### config.mk
export PLATFORM = sky130hd
export DESIGN_NAME = cu_mem_sram_ctrl_flat
export DESIGN_NICKNAME = d
export VERILOG_FILES = /design/src/rtl/cu_mem_sram_ctrl_pkg.sv /design/src/rtl/cu_mem_sram_ctrl_if.sv /design/src/rtl/cu_mem_sram_ctrl_lane_sel.sv /design/src/rtl/cu_mem_sram_ctrl.sv /design/src/flat_wrapper.sv
export SDC_FILE = /design/constraint.sdc
export NUM_CORES = 1
export LEC_CHECK = 0
export CORE_ASPECT_RATIO = 1.5
export CORE_UTILIZATION = 50
export DETAILED_ROUTE_END_ITERATION = 12
export PLACE_DENSITY = 0.93
export RECOVER_POWER = 25
export REMOVE_ABC_BUFFERS = 1
export SYNTH_ARGS = -nofsm -noshare
export SYNTH_HDL_FRONTEND = slang
export SYNTH_SLANG_ARGS = --single-unit
### constraint.sdc
create_clock -name soc_clk -period 4.9 [get_ports soc_clk]
set_clock_uncertainty 0.1 [all_clocks]
set_input_delay 0.98 -clock soc_clk [delete_from_list [all_inputs] [get_ports soc_clk]]
set_output_delay 0.98 -clock soc_clk [all_outputs]
set_load 0.01 [all_outputs]
### src/rtl/cu_mem_sram_ctrl_pkg.sv
`default_nettype none
////////////////////////////////////////////////////////////////////////
// cu_mem_pkg -- shared types and constants for the CU SRAM controller
// Revision 1.0
////////////////////////////////////////////////////////////////////////
package cu_mem_pkg;

  localparam int LANES  = 4;
  localparam int BYTE_W = 8;

  typedef logic [1:0] lane_idx_t;

  typedef enum logic [1:0] {
    ST_IDLE    = 2'd0,
    ST_ISSUE   = 2'd1,
    ST_CAPTURE = 2'd2,
    ST_RESP    = 2'd3
  } state_t;

endpackage
`default_nettype wire

### src/rtl/cu_mem_sram_ctrl_if.sv
`default_nettype none
////////////////////////////////////////////////////////////////////////
// cu_mem_sram_ctrl_if -- request/response and byte-SRAM bus bundle
// Revision 1.0
////////////////////////////////////////////////////////////////////////
interface cu_mem_sram_ctrl_if
  import cu_mem_pkg::*;
#(
  parameter int ADDR_W = 7
);

  logic                      req_valid;
  logic                      req_ready;
  logic [ADDR_W-1:0]         req_addr;
  logic [LANES-1:0]          req_be;
  logic                      req_write;
  logic [LANES*BYTE_W-1:0]   req_wdata;
  logic                      rsp_valid;
  logic [LANES*BYTE_W-1:0]   rsp_rdata;
  logic                      rsp_err;
  logic                      sram_en;
  logic                      sram_we;
  logic [ADDR_W-1:0]         sram_addr;
  logic [BYTE_W-1:0]         sram_wdata;
  logic [BYTE_W-1:0]         sram_rdata;

  // master: memory stage plus the SRAM macro; slave: the controller
  modport master (
    output req_valid, req_addr, req_be, req_write, req_wdata, sram_rdata,
    input  req_ready, rsp_valid, rsp_rdata, rsp_err,
           sram_en, sram_we, sram_addr, sram_wdata
  );

  modport slave (
    input  req_valid, req_addr, req_be, req_write, req_wdata, sram_rdata,
    output req_ready, rsp_valid, rsp_rdata, rsp_err,
           sram_en, sram_we, sram_addr, sram_wdata
  );

endinterface
`default_nettype wire

### src/rtl/cu_mem_sram_ctrl_lane_sel.sv
`default_nettype none
////////////////////////////////////////////////////////////////////////
// cu_mem_lane_sel -- lowest-set-bit priority encoder over the lane mask
// Revision 1.0
////////////////////////////////////////////////////////////////////////
module cu_mem_lane_sel
  import cu_mem_pkg::*;
(
  input  logic [LANES-1:0] mask,
  output lane_idx_t        lane,
  output logic [LANES-1:0] lane_oh,
  output logic             any_left
);

  // Scan downwards so the lowest set bit is the last one to win
  always_comb begin
    lane     = '0;
    lane_oh  = '0;
    any_left = |mask;
    for (int i = LANES - 1; i >= 0; i--) begin
      if (mask[i]) begin
        lane       = lane_idx_t'(i);
        lane_oh    = '0;
        lane_oh[i] = 1'b1;
      end
    end
  end

endmodule
`default_nettype wire

### src/rtl/cu_mem_sram_ctrl.sv
`default_nettype none
////////////////////////////////////////////////////////////////////////
// cu_mem_sram_ctrl -- byte-serial SRAM access controller for the CU memory stage
// Revision 1.0
////////////////////////////////////////////////////////////////////////
module cu_mem_sram_ctrl #(
  parameter int ADDR_W = 7,
  parameter int LANES  = 4
) (
  input  logic              soc_clk,
  input  logic              MEM_reset_reg,
  cu_mem_sram_ctrl_if.slave bus
);
  import cu_mem_pkg::*;

  localparam int WORD_W = LANES * BYTE_W;

  state_t            state_q, state_d;
  logic [ADDR_W-3:0] waddr_q, waddr_d;
  logic [WORD_W-1:0] wdata_q, wdata_d;
  logic [WORD_W-1:0] rdata_q, rdata_d;
  logic              write_q, write_d;
  logic              err_q,   err_d;
  logic [LANES-1:0]  mask_q,  mask_d;
  lane_idx_t         lane_q,  lane_d;

  lane_idx_t         sel_lane;
  logic [LANES-1:0]  sel_oh;
  logic              sel_any;
  logic              accept;

  cu_mem_lane_sel u_lane_sel (
    .mask     (mask_q),
    .lane     (sel_lane),
    .lane_oh  (sel_oh),
    .any_left (sel_any)
  );

  // Reset gates ready directly so it reads 0 for the whole reset window
  assign bus.req_ready = (state_q == ST_IDLE) & ~MEM_reset_reg;
  assign accept        = bus.req_valid & bus.req_ready;

  always_comb begin
    state_d        = state_q;
    waddr_d        = waddr_q;
    wdata_d        = wdata_q;
    rdata_d        = rdata_q;
    write_d        = write_q;
    err_d          = err_q;
    mask_d         = mask_q;
    lane_d         = lane_q;
    bus.rsp_valid  = 1'b0;
    bus.rsp_rdata  = '0;
    bus.rsp_err    = 1'b0;
    bus.sram_en    = 1'b0;
    bus.sram_we    = 1'b0;
    bus.sram_addr  = '0;
    bus.sram_wdata = '0;

    case (state_q)
      ST_IDLE: begin
        if (accept) begin
          rdata_d = '0;
          if ((bus.req_be == '0) || (bus.req_addr[1:0] != 2'b00)) begin
            err_d   = 1'b1;
            state_d = ST_RESP;
          end else begin
            err_d   = 1'b0;
            waddr_d = bus.req_addr[ADDR_W-1:2];
            wdata_d = bus.req_wdata;
            write_d = bus.req_write;
            mask_d  = bus.req_be;
            state_d = ST_ISSUE;
          end
        end
      end

      ST_ISSUE: begin
        bus.sram_en    = 1'b1;
        bus.sram_we    = write_q;
        bus.sram_addr  = {waddr_q, sel_lane};
        bus.sram_wdata = wdata_q[BYTE_W*sel_lane +: BYTE_W];
        mask_d         = mask_q & ~sel_oh;
        lane_d         = sel_lane;
        if (write_q) begin
          state_d = (|mask_d) ? ST_ISSUE : ST_RESP;
        end else begin
          state_d = ST_CAPTURE;
        end
      end

      ST_CAPTURE: begin
        // The SRAM returns the byte one cycle after the read strobe
        rdata_d[BYTE_W*lane_q +: BYTE_W] = bus.sram_rdata;
        state_d = sel_any ? ST_ISSUE : ST_RESP;
      end

      ST_RESP: begin
        bus.rsp_valid = 1'b1;
        bus.rsp_rdata = rdata_q;
        bus.rsp_err   = err_q;
        state_d       = ST_IDLE;
      end

      default: state_d = ST_IDLE;
    endcase
  end

  always_ff @(posedge soc_clk or posedge MEM_reset_reg) begin
    if (MEM_reset_reg) begin
      state_q <= ST_IDLE;
      waddr_q <= '0;
      wdata_q <= '0;
      rdata_q <= '0;
      write_q <= 1'b0;
      err_q   <= 1'b0;
      mask_q  <= '0;
      lane_q  <= '0;
    end else begin
      state_q <= state_d;
      waddr_q <= waddr_d;
      wdata_q <= wdata_d;
      rdata_q <= rdata_d;
      write_q <= write_d;
      err_q   <= err_d;
      mask_q  <= mask_d;
      lane_q  <= lane_d;
    end
  end

endmodule
`default_nettype wire

### src/flat_wrapper.sv
// flat-port wrapper written by rule: the top's interface ports become plain ports
module cu_mem_sram_ctrl_flat import cu_mem_pkg::*;
#(
  parameter int ADDR_W = 7,
  parameter int LANES  = 4
)
  (soc_clk, MEM_reset_reg, bus_req_valid, bus_req_addr, bus_req_be, bus_req_write, bus_req_wdata, bus_sram_rdata, bus_req_ready, bus_rsp_valid, bus_rsp_rdata, bus_rsp_err, bus_sram_en, bus_sram_we, bus_sram_addr, bus_sram_wdata);
  cu_mem_sram_ctrl_if #(.ADDR_W(ADDR_W)) bus_i ();
  input  logic soc_clk;
  input  logic MEM_reset_reg;
  input wire logic [$bits(bus_i.req_valid)-1:0] bus_req_valid;
  input wire logic [$bits(bus_i.req_addr)-1:0] bus_req_addr;
  input wire logic [$bits(bus_i.req_be)-1:0] bus_req_be;
  input wire logic [$bits(bus_i.req_write)-1:0] bus_req_write;
  input wire logic [$bits(bus_i.req_wdata)-1:0] bus_req_wdata;
  input wire logic [$bits(bus_i.sram_rdata)-1:0] bus_sram_rdata;
  output wire logic [$bits(bus_i.req_ready)-1:0] bus_req_ready;
  output wire logic [$bits(bus_i.rsp_valid)-1:0] bus_rsp_valid;
  output wire logic [$bits(bus_i.rsp_rdata)-1:0] bus_rsp_rdata;
  output wire logic [$bits(bus_i.rsp_err)-1:0] bus_rsp_err;
  output wire logic [$bits(bus_i.sram_en)-1:0] bus_sram_en;
  output wire logic [$bits(bus_i.sram_we)-1:0] bus_sram_we;
  output wire logic [$bits(bus_i.sram_addr)-1:0] bus_sram_addr;
  output wire logic [$bits(bus_i.sram_wdata)-1:0] bus_sram_wdata;
  assign bus_i.req_valid = bus_req_valid;
  assign bus_i.req_addr = bus_req_addr;
  assign bus_i.req_be = bus_req_be;
  assign bus_i.req_write = bus_req_write;
  assign bus_i.req_wdata = bus_req_wdata;
  assign bus_i.sram_rdata = bus_sram_rdata;
  assign bus_req_ready = bus_i.req_ready;
  assign bus_rsp_valid = bus_i.rsp_valid;
  assign bus_rsp_rdata = bus_i.rsp_rdata;
  assign bus_rsp_err = bus_i.rsp_err;
  assign bus_sram_en = bus_i.sram_en;
  assign bus_sram_we = bus_i.sram_we;
  assign bus_sram_addr = bus_i.sram_addr;
  assign bus_sram_wdata = bus_i.sram_wdata;
  cu_mem_sram_ctrl #(.ADDR_W(ADDR_W), .LANES(LANES)) u_core (.soc_clk(soc_clk), .MEM_reset_reg(MEM_reset_reg), .bus(bus_i));
endmodule
==> results.json <==
{
  "top_usage_layer": "met2",
  "final_cell_mix": "clkdlybuf4s50_1 (105), dfrtp_1 (79), mux2_4 (35)",
  "hold_path_class": "reg2reg",
  "crit_family": "flip-flops",
  "numCtsBuffers": 9,
  "rsz0062_at_grt": "no",
  "antenna_found_initial": 0,
  "globalplace.congestion": 0.901,
  "vias": 3104,
  "status": "finished with violations",
  "synth_top_area_share_pct": 49.3,
  "pre_cts_slack_ns": 0.963,
  "num_io_pins": 107,
  "power_frac_comb_pct": 31.4,
  "dp_cells": 507,
  "hold_depth": 1,
  "grt.met2_usage_pct": 45.6,
  "drt_iter0_drc": 176,
  "wire_per_inst_um": 19.4,
  "synth_cell_types": 39,
  "final_util_pct": 70.3,
  "clk_pin_slew_ns": 0.06,
  "cp_max_fo": 47,
  "grtUsageMet1_pct": 29.5,
  "drt_wl_total_um": 10100,
  "drc": 0,
  "clk_path_buf_depth": 2,
  "via_per_inst": 5.93,
  "cts-resized-gates": 0,
  "clock_sinks": 79,
  "critPathBufInv": 2,
  "final_nets": 475,
  "pwr_density_cell_nw_per_um2": 508,
  "fin_crit_sh_pct": 87.5,
  "antenna_cells": 0,
  "hold_end": "u_core.err_q",
  "crit_type": "reg2out",
  "fin_crit_ns": 4.29,
  "syn_area_per_cell_um2": 12.5,
  "crit_chain": "nand2b_1, inv_2, o311ai_0, o211ai_1, clkdlybuf4s50_1",
  "dieWidth_um": 75.1,
  "cts-hold-fix-buffers": 0,
  "syn-cell-area_um2": 4010,
  "power.leakage_nw": 2.51,
  "final_common_cell": "clkdlybuf4s50_1",
  "area_growth_pct": 35.2,
  "crit_path_end_kind": "primary output",
  "cts_tree": "yes",
  "cts_setup_buffers": 0,
  "reg2regPathDepth": 3,
  "grt.met3_usage_pct": 4.89,
  "power_frac_seq_pct": 40.5,
  "firstDrtPassIters": 4,
  "synthCells": 322,
  "core-area_um2": 7710,
  "clockRootBuffer": "clkbuf_16",
  "drtAntennaViolNets": 0,
  "rr_startpoint": "u_core.state_q[0]",
  "grt_pass1_vias": 3266,
  "setup_ws_ns": 0.612,
  "final_cells": 523,
  "ir_drop_v": 0.000271,
  "finalSetupViolCount": 0,
  "htree_num_levels": 3,
  "die_h_um": 112,
  "ys_ff_latch": 79,
  "path_depth": 5,
  "p_sw_share_pct": 31.6,
  "slew_violations": 50,
  "max_freq_mhz": 233,
  "initial_core_util_pct": 52.0,
  "yosysTopAreaCell": "dfrtp_1",
  "switching_power_mw": 0.870,
  "num_rows": 39,
  "hold_viol_final": 0,
  "min-delay-start": "u_core.err_q",
  "synth_seq_area_share_pct": 49.3,
  "fillers": 556,
  "r2r_setup_slack_ns": 2.08,
  "grt_max_degree": 50,
  "drive_above_1_share_pct": 15.2,
  "portBuffers": 106,
  "hpwl_um": 6940,
  "critPathSlowestCell": "dfrtp_1",
  "worst_slew_pin_slew_ns": 1.77,
  "max_slew_margin_pct": -18.2,
  "crit_path_max_incr_delay_ns": 1.13,
  "grt_usage_pct": 26.3,
  "intPower_mw": 1.88,
  "cp_data_arrival_time_ns": 3.21,
  "grt.overflow.total": 0,
  "yosysWarningCount": 0,
  "maxCapViolations": 1,
  "ys_top_cells_by_area": "dfrtp_1 (49%), mux2_4 (13%), a22o_1 (7.0%)",
  "clkLatencyLatePin_ns": 0.34,
  "grt_first_pass_wirelength_um": 16300,
  "required_ns": 3.82,
  "dieArea_um2": 8390,
  "setup_tns_ns": 0,
  "rr_endpoint": "u_core.wdata_q[17]",
  "start_kind": "register",
  "finalPower_mw": 2.75,
  "violations": "capacitance limit, slew limit",
  "p_clk_share_pct": 28.1
}
[synthesized netlist by cell type (all sizes together)]
library cell,count
mux2i,4
nor4,1
nor4b,3
a21o,12
buf,9
clkbuf,15
o22ai,1
nand4b,8
nor2,3
a22o,32
nand2b,4
or3,1
and3,33
or3b,1
mux2,39
maj3,1
o2111ai,1
inv,8
ha,4
or4b,1
o311ai,8
o31a,1
o21bai,1
or4,1
nand2,15
nand3,1
dfrtp,79
o211ai,8
and2,8
o21a,1
nand3b,9
a21oi,3
nor3,3
o21ai,3
[routing by layer]
| layer | routed length, um | vias up |
|---|---|---|
| li1 | - | 1394 |
| met1 | 3800 | 1518 |
| met2 | 5380 | 160 |
| met3 | 538 | 32 |
| met4 | 406 | 0 |
| met5 | 0 | - |
[power groups by stage]
stage               sequential (mW)  combinational [mW]  clock (mW)
global placement               1.10               0.824           0
CTS                            1.11               0.869       0.777
floorplan                      1.03               0.574           0
detailed placement             1.11               0.862           0
finish                         1.12               0.864       0.772
global route                   1.15               0.929       0.812
[worst max path at each step]
stage	start	endpoint	slack, ns
global placement	u_core.state_q[0]	bus_sram_wdata[0]	1.19
floorplan	MEM_reset_reg	u_core.state_q[0]	1.76
global route	u_core.state_q[0]	bus_sram_wdata[3]	0.34
CTS	u_core.state_q[0]	bus_sram_wdata[3]	0.58
finish	u_core.state_q[0]	bus_sram_wdata[3]	0.61
detailed placement	u_core.state_q[0]	bus_sram_wdata[3]	0.96
[cell type report]
class	instances	area (um^2)	area share, %
inverters	8	30.0	0.554
multi-input cells	211	1870	34.5
flip-flops and latches	79	1980	36.5
repair buffers	107	1070	19.7
clock buffers	11	243	4.48
well taps	102	128	2.35
clock inverters	5	104	1.92
[kinds of logic after synthesis]
family | synth area share [%]
flip-flops | 49.3
multiplexers | 15.2
AO/OA/AOI/OAI | 14.2
buffers and inverters | 4.06
AND/OR/NAND/NOR | 15.7
adder cells (fa/ha/maj) | 1.50
[per-stage QoR]
stage	area [um^2]	hold slack (ns)
after floorplan	3880	0.357
after global placement	5070	0.367
after detailed placement	5070	0.375
after CTS	5420	0.389
after global routing	5420	0.419
final	5420	0.388
[registers in the layout (all words and copies together) (netlist names)]
| register | cells |
|---|---|
| u_core.rdata_q | 32 |
| u_core.wdata_q | 32 |
| u_core.waddr_q | 5 |
| u_core.mask_q | 4 |
| u_core.lane_q | 2 |
| u_core.state_q | 2 |
| u_core.err_q | 1 |
| u_core.write_q | 1 |
Power figures use the tool's default switching activity.
